==> src/rtl/dmem_port_arbiter_pkg.sv <==
// Shared types and default widths for the data-memory port arbiter.
// Pure declarations: no logic, no latency.
// No backpressure of its own; imported by the arbiter, picker and bench.
package dmem_arb_pkg;

  localparam int NUM_SLOTS  = 2;
  localparam int DEF_ADDR_W = 8;
  localparam int DEF_DATA_W = 8;
  localparam int DEF_CNT_W  = 8;

  typedef logic [$clog2(NUM_SLOTS)-1:0] slot_idx_t;

  // One slot's access request at the default widths.
  typedef struct packed {
    logic                  we;
    logic [DEF_ADDR_W-1:0] addr;
    logic [DEF_DATA_W-1:0] wdata;
  } dmem_req_t;

endpackage

==> src/rtl/dmem_port_arbiter_if.sv <==
// Bundle of the two slot request/return ports plus the data_memory port.
// Wiring only, zero latency.
// Losing slot is held off by a low GNT; it keeps REQ and fields stable.
interface dmem_port_arbiter_if #(
  parameter int ADDR_W = 8,
  parameter int DATA_W = 8,
  parameter int CNT_W  = 8
);

  logic              P0_REQ;
  logic              P0_WE;
  logic [ADDR_W-1:0] P0_ADDR;
  logic [DATA_W-1:0] P0_WDATA;
  logic              P0_GNT;
  logic              P0_RVALID;
  logic [DATA_W-1:0] P0_RDATA;

  logic              P1_REQ;
  logic              P1_WE;
  logic [ADDR_W-1:0] P1_ADDR;
  logic [DATA_W-1:0] P1_WDATA;
  logic              P1_GNT;
  logic              P1_RVALID;
  logic [DATA_W-1:0] P1_RDATA;

  logic [ADDR_W-1:0] MEM_ADDR;
  logic [DATA_W-1:0] MEM_WDATA;
  logic              MEM_WE;
  logic [DATA_W-1:0] MEM_RDATA;

  logic [CNT_W-1:0]  CONFLICT_CNT;

  // Slots and memory side: drives requests and read data, sees grants.
  modport master (
    output P0_REQ, P0_WE, P0_ADDR, P0_WDATA,
    output P1_REQ, P1_WE, P1_ADDR, P1_WDATA,
    output MEM_RDATA,
    input  P0_GNT, P0_RVALID, P0_RDATA,
    input  P1_GNT, P1_RVALID, P1_RDATA,
    input  MEM_ADDR, MEM_WDATA, MEM_WE, CONFLICT_CNT
  );

  // Arbiter side.
  modport slave (
    input  P0_REQ, P0_WE, P0_ADDR, P0_WDATA,
    input  P1_REQ, P1_WE, P1_ADDR, P1_WDATA,
    input  MEM_RDATA,
    output P0_GNT, P0_RVALID, P0_RDATA,
    output P1_GNT, P1_RVALID, P1_RDATA,
    output MEM_ADDR, MEM_WDATA, MEM_WE, CONFLICT_CNT
  );

endinterface

==> src/rtl/dmem_port_arbiter_picker.sv <==
// Two-slot one-hot grant picker; macro DMEM_ARB_ROUND_ROBIN_EN selects round-robin, else fixed priority.
// Purely combinational, zero latency.
// Loser simply sees its grant bit low; in fixed priority slot 1 may starve.
module dmem_arb_picker
  import dmem_arb_pkg::*;
(
`ifdef DMEM_ARB_ROUND_ROBIN_EN
  input  slot_idx_t            pref,
`endif
  input  logic [NUM_SLOTS-1:0] req,
  output logic [NUM_SLOTS-1:0] gnt
);

  // A lone requester wins outright; contention resolved by policy.
  always_comb begin
    gnt = req;
    if (&req) begin
`ifdef DMEM_ARB_ROUND_ROBIN_EN
      gnt = (pref == slot_idx_t'(1)) ? 2'b10 : 2'b01;
`else
      gnt = 2'b01;
`endif
    end
  end

endmodule

==> src/rtl/dmem_port_arbiter.sv <==
// Arbitrates the single-port data_memory between two load/store slots; DMEM_ARB_ROUND_ROBIN_EN enables round-robin.
// Grant is combinational (0 cycles); load data returns registered 1 cycle after the grant.
// One access per cycle; the losing slot holds REQ and fields until granted.
module dmem_port_arbiter
  import dmem_arb_pkg::*;
#(
  parameter int ADDR_W = DEF_ADDR_W,
  parameter int DATA_W = DEF_DATA_W,
  parameter int CNT_W  = DEF_CNT_W
) (
  input logic                CLK,
  input logic                RESET_N,
  dmem_port_arbiter_if.slave bus
);

  logic [NUM_SLOTS-1:0] req;
  logic [NUM_SLOTS-1:0] gnt;
  logic [ADDR_W-1:0]    mem_addr;
  logic [DATA_W-1:0]    mem_wdata;
  logic                 mem_we;
  logic [NUM_SLOTS-1:0] rvalid;
  logic [DATA_W-1:0]    rdata0;
  logic [DATA_W-1:0]    rdata1;
  logic [CNT_W-1:0]     cnt;

  assign req = {bus.P1_REQ, bus.P0_REQ};

`ifdef DMEM_ARB_ROUND_ROBIN_EN
  slot_idx_t pref;

  dmem_arb_picker u_picker (
    .pref (pref),
    .req  (req),
    .gnt  (gnt)
  );

  // Hand preference to the other slot after every grant; idle cycles keep it.
  always_ff @(posedge CLK or negedge RESET_N) begin
    if (!RESET_N) begin
      pref <= '0;
    end else if (gnt[0]) begin
      pref <= slot_idx_t'(1);
    end else if (gnt[1]) begin
      pref <= slot_idx_t'(0);
    end
  end
`else
  dmem_arb_picker u_picker (
    .req (req),
    .gnt (gnt)
  );
`endif

  // Steer the winner's fields onto the memory port; idle drives zeros.
  always_comb begin
    mem_addr  = '0;
    mem_wdata = '0;
    mem_we    = 1'b0;
    if (gnt[0]) begin
      mem_addr  = bus.P0_ADDR;
      mem_wdata = bus.P0_WDATA;
      mem_we    = bus.P0_WE;
    end else if (gnt[1]) begin
      mem_addr  = bus.P1_ADDR;
      mem_wdata = bus.P1_WDATA;
      mem_we    = bus.P1_WE;
    end
  end

  // Capture load data for the granted slot; RDATA holds when no load returns.
  always_ff @(posedge CLK or negedge RESET_N) begin
    if (!RESET_N) begin
      rvalid <= '0;
      rdata0 <= '0;
      rdata1 <= '0;
    end else begin
      rvalid[0] <= gnt[0] & ~bus.P0_WE;
      rvalid[1] <= gnt[1] & ~bus.P1_WE;
      if (gnt[0] && !bus.P0_WE) rdata0 <= bus.MEM_RDATA;
      if (gnt[1] && !bus.P1_WE) rdata1 <= bus.MEM_RDATA;
    end
  end

  // Count contended cycles, sticking at all-ones.
  always_ff @(posedge CLK or negedge RESET_N) begin
    if (!RESET_N) begin
      cnt <= '0;
    end else if (&req && !(&cnt)) begin
      cnt <= cnt + 1'b1;
    end
  end

  assign bus.P0_GNT       = gnt[0];
  assign bus.P1_GNT       = gnt[1];
  assign bus.P0_RVALID    = rvalid[0];
  assign bus.P1_RVALID    = rvalid[1];
  assign bus.P0_RDATA     = rdata0;
  assign bus.P1_RDATA     = rdata1;
  assign bus.MEM_ADDR     = mem_addr;
  assign bus.MEM_WDATA    = mem_wdata;
  // No store may commit while reset is held, whatever the slots request.
  assign bus.MEM_WE       = mem_we & RESET_N;
  assign bus.CONFLICT_CNT = cnt;

endmodule

==> src/flat_wrapper.sv <==
// flat-port wrapper written by rule: the top's interface ports become plain ports
module dmem_port_arbiter_flat import dmem_arb_pkg::*;
#(
  parameter int ADDR_W = DEF_ADDR_W,
  parameter int DATA_W = DEF_DATA_W,
  parameter int CNT_W  = DEF_CNT_W
)
  (CLK, RESET_N, bus_P0_REQ, bus_P0_WE, bus_P0_ADDR, bus_P0_WDATA, bus_P1_REQ, bus_P1_WE, bus_P1_ADDR, bus_P1_WDATA, bus_MEM_RDATA, bus_P0_GNT, bus_P0_RVALID, bus_P0_RDATA, bus_P1_GNT, bus_P1_RVALID, bus_P1_RDATA, bus_MEM_ADDR, bus_MEM_WDATA, bus_MEM_WE, bus_CONFLICT_CNT);
  dmem_port_arbiter_if #(.ADDR_W(ADDR_W), .DATA_W(DATA_W), .CNT_W(CNT_W)) bus_i ();
  input logic CLK;
  input logic RESET_N;
  input wire logic [$bits(bus_i.P0_REQ)-1:0] bus_P0_REQ;
  input wire logic [$bits(bus_i.P0_WE)-1:0] bus_P0_WE;
  input wire logic [$bits(bus_i.P0_ADDR)-1:0] bus_P0_ADDR;
  input wire logic [$bits(bus_i.P0_WDATA)-1:0] bus_P0_WDATA;
  input wire logic [$bits(bus_i.P1_REQ)-1:0] bus_P1_REQ;
  input wire logic [$bits(bus_i.P1_WE)-1:0] bus_P1_WE;
  input wire logic [$bits(bus_i.P1_ADDR)-1:0] bus_P1_ADDR;
  input wire logic [$bits(bus_i.P1_WDATA)-1:0] bus_P1_WDATA;
  input wire logic [$bits(bus_i.MEM_RDATA)-1:0] bus_MEM_RDATA;
  output wire logic [$bits(bus_i.P0_GNT)-1:0] bus_P0_GNT;
  output wire logic [$bits(bus_i.P0_RVALID)-1:0] bus_P0_RVALID;
  output wire logic [$bits(bus_i.P0_RDATA)-1:0] bus_P0_RDATA;
  output wire logic [$bits(bus_i.P1_GNT)-1:0] bus_P1_GNT;
  output wire logic [$bits(bus_i.P1_RVALID)-1:0] bus_P1_RVALID;
  output wire logic [$bits(bus_i.P1_RDATA)-1:0] bus_P1_RDATA;
  output wire logic [$bits(bus_i.MEM_ADDR)-1:0] bus_MEM_ADDR;
  output wire logic [$bits(bus_i.MEM_WDATA)-1:0] bus_MEM_WDATA;
  output wire logic [$bits(bus_i.MEM_WE)-1:0] bus_MEM_WE;
  output wire logic [$bits(bus_i.CONFLICT_CNT)-1:0] bus_CONFLICT_CNT;
  assign bus_i.P0_REQ = bus_P0_REQ;
  assign bus_i.P0_WE = bus_P0_WE;
  assign bus_i.P0_ADDR = bus_P0_ADDR;
  assign bus_i.P0_WDATA = bus_P0_WDATA;
  assign bus_i.P1_REQ = bus_P1_REQ;
  assign bus_i.P1_WE = bus_P1_WE;
  assign bus_i.P1_ADDR = bus_P1_ADDR;
  assign bus_i.P1_WDATA = bus_P1_WDATA;
  assign bus_i.MEM_RDATA = bus_MEM_RDATA;
  assign bus_P0_GNT = bus_i.P0_GNT;
  assign bus_P0_RVALID = bus_i.P0_RVALID;
  assign bus_P0_RDATA = bus_i.P0_RDATA;
  assign bus_P1_GNT = bus_i.P1_GNT;
  assign bus_P1_RVALID = bus_i.P1_RVALID;
  assign bus_P1_RDATA = bus_i.P1_RDATA;
  assign bus_MEM_ADDR = bus_i.MEM_ADDR;
  assign bus_MEM_WDATA = bus_i.MEM_WDATA;
  assign bus_MEM_WE = bus_i.MEM_WE;
  assign bus_CONFLICT_CNT = bus_i.CONFLICT_CNT;
  dmem_port_arbiter #(.ADDR_W(ADDR_W), .DATA_W(DATA_W), .CNT_W(CNT_W)) u_core (.CLK(CLK), .RESET_N(RESET_N), .bus(bus_i));
endmodule
==> config.mk <==
export PLATFORM = sky130hd
export DESIGN_NAME = dmem_port_arbiter_flat
export DESIGN_NICKNAME = d
export VERILOG_FILES = /design/src/rtl/dmem_port_arbiter_pkg.sv /design/src/rtl/dmem_port_arbiter_if.sv /design/src/rtl/dmem_port_arbiter_picker.sv /design/src/rtl/dmem_port_arbiter.sv /design/src/flat_wrapper.sv
export SDC_FILE = /design/constraint.sdc
export NUM_CORES = 1
export LEC_CHECK = 0
export CAP_MARGIN = 20
export CORE_ASPECT_RATIO = 0.5
export CORE_MARGIN = 8
export CORE_UTILIZATION = 30
export CTS_BUF_LIST = sky130_fd_sc_hd__clkbuf_8
export DETAILED_ROUTE_END_ITERATION = 12
export PLACE_DENSITY = 0.68
export SLEW_MARGIN = 25
export SYNTH_ARGS = -nofsm -noshare
export SYNTH_HDL_FRONTEND = slang
export SYNTH_SLANG_ARGS = --single-unit
==> constraint.sdc <==
create_clock -name CLK -period 2.6 [get_ports CLK]
set_input_delay 0.52 -clock CLK [delete_from_list [all_inputs] [get_ports CLK]]
set_output_delay 0.52 -clock CLK [all_outputs]
set_load 0.02 [all_outputs]
# Word level (Yosys, flattened, before mapping)
# Cells that the tools add are included.
[totals]
ff_bits = 26
latch_bits = 0
ram_bits = 0
rom_bits = 0
in_bits = 46
out_inout_bits = 45
wordCells = 25
mem_count = 0
[classes]
n_addsub = 1
multipliers = 0
div = 0
order_cmp = 0
eq_ne = 0
shifts = 0
n_mux = 7
n_bitwise = 5
reduce_logical = 8
[op_table]
columns = ["cell", "n"]
rows = [
  ["$mux W8", 4],
  ["$add A8 B1 Y8 const B", 1],
  ["$reduce_and A8 Y1", 1],
  ["$and A1 B1 Y1", 3],
  ["$logic_and A1 B1 Y1", 3],
  ["$logic_not A1 Y1", 3],
  ["$mux W1", 2],
  ["$mux W2", 1],
  ["$not A1 Y1", 2],
  ["$reduce_and A2 Y1", 1],
]

# Longest topological paths before layout
[depth]
ltp_word = 5
ltp_mapped = 5
depth_no_buf = 5

# Modules after synthesis
# Synthesis repeated with hierarchy kept, for this count alone.
[unflattened]
hier_cells = 101
area_unflattened_um2 = 1256.2
[by_module_without_submodules]
columns = ["module", "n_inst", "cells_each", "area_per_inst_um2", "seq_area_each_um2"]
rows = [
  ["dmem_port_arbiter", 1, 99, 1246.2, 650.6],
  ["dmem_arb_picker", 1, 2, 10.0, 0.0],
]

# Worst setup path after synthesis
# No wires, ideal clock.
[synth_timing]
path_type = "in2out"
start = "input port bus_P1_REQ"
end = "output port bus_MEM_ADDR[0]"
t_arrival_ns = 1.267
required_time_ns = 2.080
slack_ns = 0.813
path_stages = 4
path_buffers = 2
path_cell_list = "nor2b_2 > buf_6 > buf_2 > a22o_1"
[synth_via]
elab_chain_cells = 4
[synth_rtl]
columns = ["element", "line", "text"]
rows = [
  ["start, declared", "flat_wrapper.sv:16", "input wire logic [$bits(bus_i.P1_REQ)-1:0] bus_P1_REQ;"],
  ["$reduce_and A2 Y1", "dmem_port_arbiter_picker.sv:17", "if (&req) begin"],
  ["$mux W2 (*)", "dmem_port_arbiter_picker.sv:17", ""],
  ["named net bus_P1_GNT", "flat_wrapper.sv:24", "output wire logic [$bits(bus_i.P1_GNT)-1:0] bus_P1_GNT;"],
  ["$mux W8 (*)", "dmem_port_arbiter.sv:63", "end else if (gnt[1]) begin"],
  ["$mux W8 (*)", "dmem_port_arbiter.sv:59", "if (gnt[0]) begin"],
  ["end, declared", "flat_wrapper.sv:27", "output wire logic [$bits(bus_i.MEM_ADDR)-1:0] bus_MEM_ADDR;"],
]
# Mark *: on every way through the listed nets, which the timed path passes. The rest lies on a longest branch.

# Final worst setup path
[layout_timing]
start = "input port bus_P0_REQ"
end = "output port bus_MEM_WDATA[5]"
[layout_via]
elab_chain_cells = 4
[layout_rtl]
columns = ["element", "line", "text"]
rows = [
  ["start, declared", "flat_wrapper.sv:12", "input wire logic [$bits(bus_i.P0_REQ)-1:0] bus_P0_REQ;"],
  ["$reduce_and A2 Y1", "dmem_port_arbiter_picker.sv:17", ""],
  ["$mux W2 (*)", "dmem_port_arbiter_picker.sv:17", ""],
  ["$mux W8", "dmem_port_arbiter.sv:63", ""],
  ["$mux W8 (*)", "dmem_port_arbiter.sv:59", ""],
  ["end, declared", "flat_wrapper.sv:28", "output wire logic [$bits(bus_i.MEM_WDATA)-1:0] bus_MEM_WDATA;"],
]
# Mark *: on every way between the ends. The rest lies on a longest branch, timed or not.

==> run_results.csv <==
group,metric,value,unit
cts,clockBufferDepth,2,
sta,fin_crit,2.39,ns
drt,wl_per_cell,16.7,um
final_layout,finalNonFillerCells,242,
grt,grt_pass1_vias,1190,
cts,cts_htree_levels,1,
grt,overflow,0,
drt,drtIter0Drc,32,
drt,antenna_left,0,
final_layout,area_growth,79.1,%
synth,synth_nets,144,
pwr,p_leak,0.998,nW
final_layout,nets,237,
sta,hold_viol,0,
final_layout,layout_common_cells,"clkdlybuf4s50_1, dfrtp_1, a22o_1, dlygate4sd2_1, mux2_2",
place,routabilityCongestion,0.777,
final_layout,final_layout_size_suffix_gt1_share,14.9,%
cts,clk_pin_slew,0.08,ns
place,port_buffers,90,
pwr,powerDensity,627,nW/um^2
critical_path,cp.arrival,1.87,ns
sta,finalClockSkew,0.00123,ns
die,row_count,16,
sta,slew_violations,0,
die,core,3960,um^2
pwr,ir_drop,356,uV
critical_path,startpoint,"bus_P0_REQ",
die,io_pins,91,
grt,antenna_found_initial,0,
final_layout,final_common_cell,"clkdlybuf4s50_1",
drt,firstDrtPassIters,4,
cts,clock_latency,0.26,ns
sta,rsz0062_at_grt,"false",
drt,remaining_drc_errors,0,
critical_path,cp_max_fo,16,
sta,slew_headroom,69.6,%
synth,syn_avg_cell_area,13.0,um^2
die,start_util,31.8,%
synth,synthDistinctLibCells,22,
synth,synthCells,97,
place,hpwl,3.32,mm
die,die_w,108,um
synth,synth.cell_area,1260,um^2
synth,synth_top_area_share,51.5,%
synth,synthTopCellsByArea,"dfrtp_1, a22o_1, mux2_4",
cts,cts_resized,16,
cts,cts_inserted_buffers,3,
cts,holdBufCountCts,0,
synth,synth_top_area_cell,"dfrtp_1",
critical_path,rr_startpoint,"u_core.bus.CONFLICT_CNT[3]",
synth,ys_seq_elements,26,
final_layout,antenna_cells,0,
critical_path,rr_endpoint,"u_core.bus.CONFLICT_CNT[1]",
pwr,power.share.sequential,41.0,%
flow_run,maxCapViolCount,0,
synth,ys_seq_area_share,51.5,%
pwr,p_comb_share,44.0,%
critical_path,crit_end,"bus_MEM_WDATA[5]",
sta,setup_viol,0,
drt,wirelength,4.05,mm
sta,whs,0.513,ns
grt,grtUsageTotal,12.0,%
critical_path,crit_type,"in2out",
drt,dr_total_vias,1122,
worst_hold_path,hold_path_class,"reg2reg",
cts,cts_root_buf,"clkbuf_8",
critical_path,end_kind,"output port",
pwr,p_sw_share,33.6,%
synth,synth_warnings,0,
sta,fin_crit_sh,92.0,%
grt,grt_pass1_wl,6.40,mm
pwr,p_sw,0.476,mW
cts,cts_setup_buffers,0,
critical_path,critPathRequiredTime,2.08,ns
critical_path,critPathLaunchType,"input pin",
critical_path,reg2reg_depth,4,
cts,clock_sinks,26,
sta,tightest_slew,0.456,ns
status,status,"completed",
critical_path,r2r_slack,1.05,ns
sta,clock.fmax,0.418,GHz
cts,tritoncts,"built",
pwr,internal_power,0.942,mW
die,fp.dieH,61.9,um
pwr,clkPwrFrac,15.0,%
grt,grt_max_degree,27,
drt,viasPerCell,4.64,
place,dp.cells,239,
worst_hold_path,min_from,"u_core.bus.P0_RDATA[4]",
die,die_area,6670,um^2
==> power groups by stage <==
stage	sequential [mW]	clock, mW	combinational (mW)
after floorplan	0.686	0	0.189
after global routing	0.597	0.244	0.661
after CTS	0.580	0.226	0.635
final	0.581	0.213	0.624
after global placement	0.584	0	0.634
after detailed placement	0.588	0	0.646
==> cell families (layout without fill, tap and decap cells) <==
| group | count (synthesis) | after routing | share of synthesized area [%] |
|---|---|---|---|
| mux | 18 | 18 | 18.4 |
| xor+xnor | 5 | 5 | 3.47 |
| buf+inv | 8 | 99 | 3.96 |
| simple gates | 20 | 20 | 9.02 |
| fa+ha+maj | 1 | 1 | 0.991 |
| compound gates | 19 | 19 | 12.6 |
| flops | 26 | 26 | 51.5 |
==> synthesized netlist by cell type <==
library cell  number
buf_2              4
nand2b_1           1
nor2_1             2
nand2_1            5
a31oi_1            1
mux2_2            10
xnor2_1            5
nand3_1            5
mux2_4             8
nor2b_4            1
a22o_1            16
a21oi_1            1
inv_1              1
and4_1             1
nor2b_1            1
nand4_1            3
clkbuf_1           1
a22oi_1            1
ha_1               1
nor2b_2            1
dfrtp_1           26
buf_6              2
==> per-stage QoR <==
| step | util, % | setup TNS [ns] | setup slack (ns) | area (um^2) | power (mW) |
|---|---|---|---|---|---|
| 6_report | 57.0 | 0 | 0.208 | 2260 | 1.42 |
| 5_1_grt | 57.0 | 0 | 0.116 | 2260 | 1.50 |
| 4_1_cts | 56.9 | 0 | 0.0661 | 2260 | 1.44 |
| 3_5_place_dp | 56.4 | -0.663 | -0.0650 | 2230 | 1.23 |
| 3_3_place_gp | 56.4 | -0.379 | -0.0356 | 2230 | 1.22 |
| 2_1_floorplan | - | 0 | 0.813 | 1260 | 0.875 |
==> worst min-delay path by stage <==
stage / to / slack (ns) / cells after the start
after CTS: u_core.bus.P0_RDATA[7] / 0.52 / 1
after floorplan: u_core.bus.CONFLICT_CNT[0] / 0.22 / 0
after global routing: u_core.bus.P0_RDATA[2] / 0.54 / 1
after global placement: u_core.bus.P0_RDATA[7] / 0.49 / 1
final: u_core.bus.P0_RDATA[4] / 0.51 / 1
after detailed placement: u_core.bus.P1_RDATA[4] / 0.49 / 1
==> registers in the layout, summed over array words and instances, names as in the netlist <==
signal                   count
u_core.rvalid                2
u_core.bus.CONFLICT_CNT      8
u_core.bus.P1_RDATA          8
u_core.bus.P0_RDATA          8
==> layout make-up <==
cell class | instances | area [um^2]
well taps | 54 | 67.6
repair buffers | 95 | 936
fillers | 330 | 1700
inverters | 1 | 3.75
flip-flops and latches | 26 | 651
multi-input cells | 63 | 562
clock buffers | 3 | 41.3
==> per-layer routing <==
layer	wire (um)	vias to the layer above	track usage [%]
met2	2100	51	24.1
li1	-	540	-
met3	332	2	3.09
met1	1600	529	12.8
met5	0	-	0
met4	27	0	2.34
==> critical path, stage by stage <==
cell             delay [ns]
clkdlybuf4s50_1        0.48
nor2b_2                0.15
buf_4                  0.22
a22o_1                 0.16
dlygate4sd2_1          0.34
(Power assumes the default switching activity.)
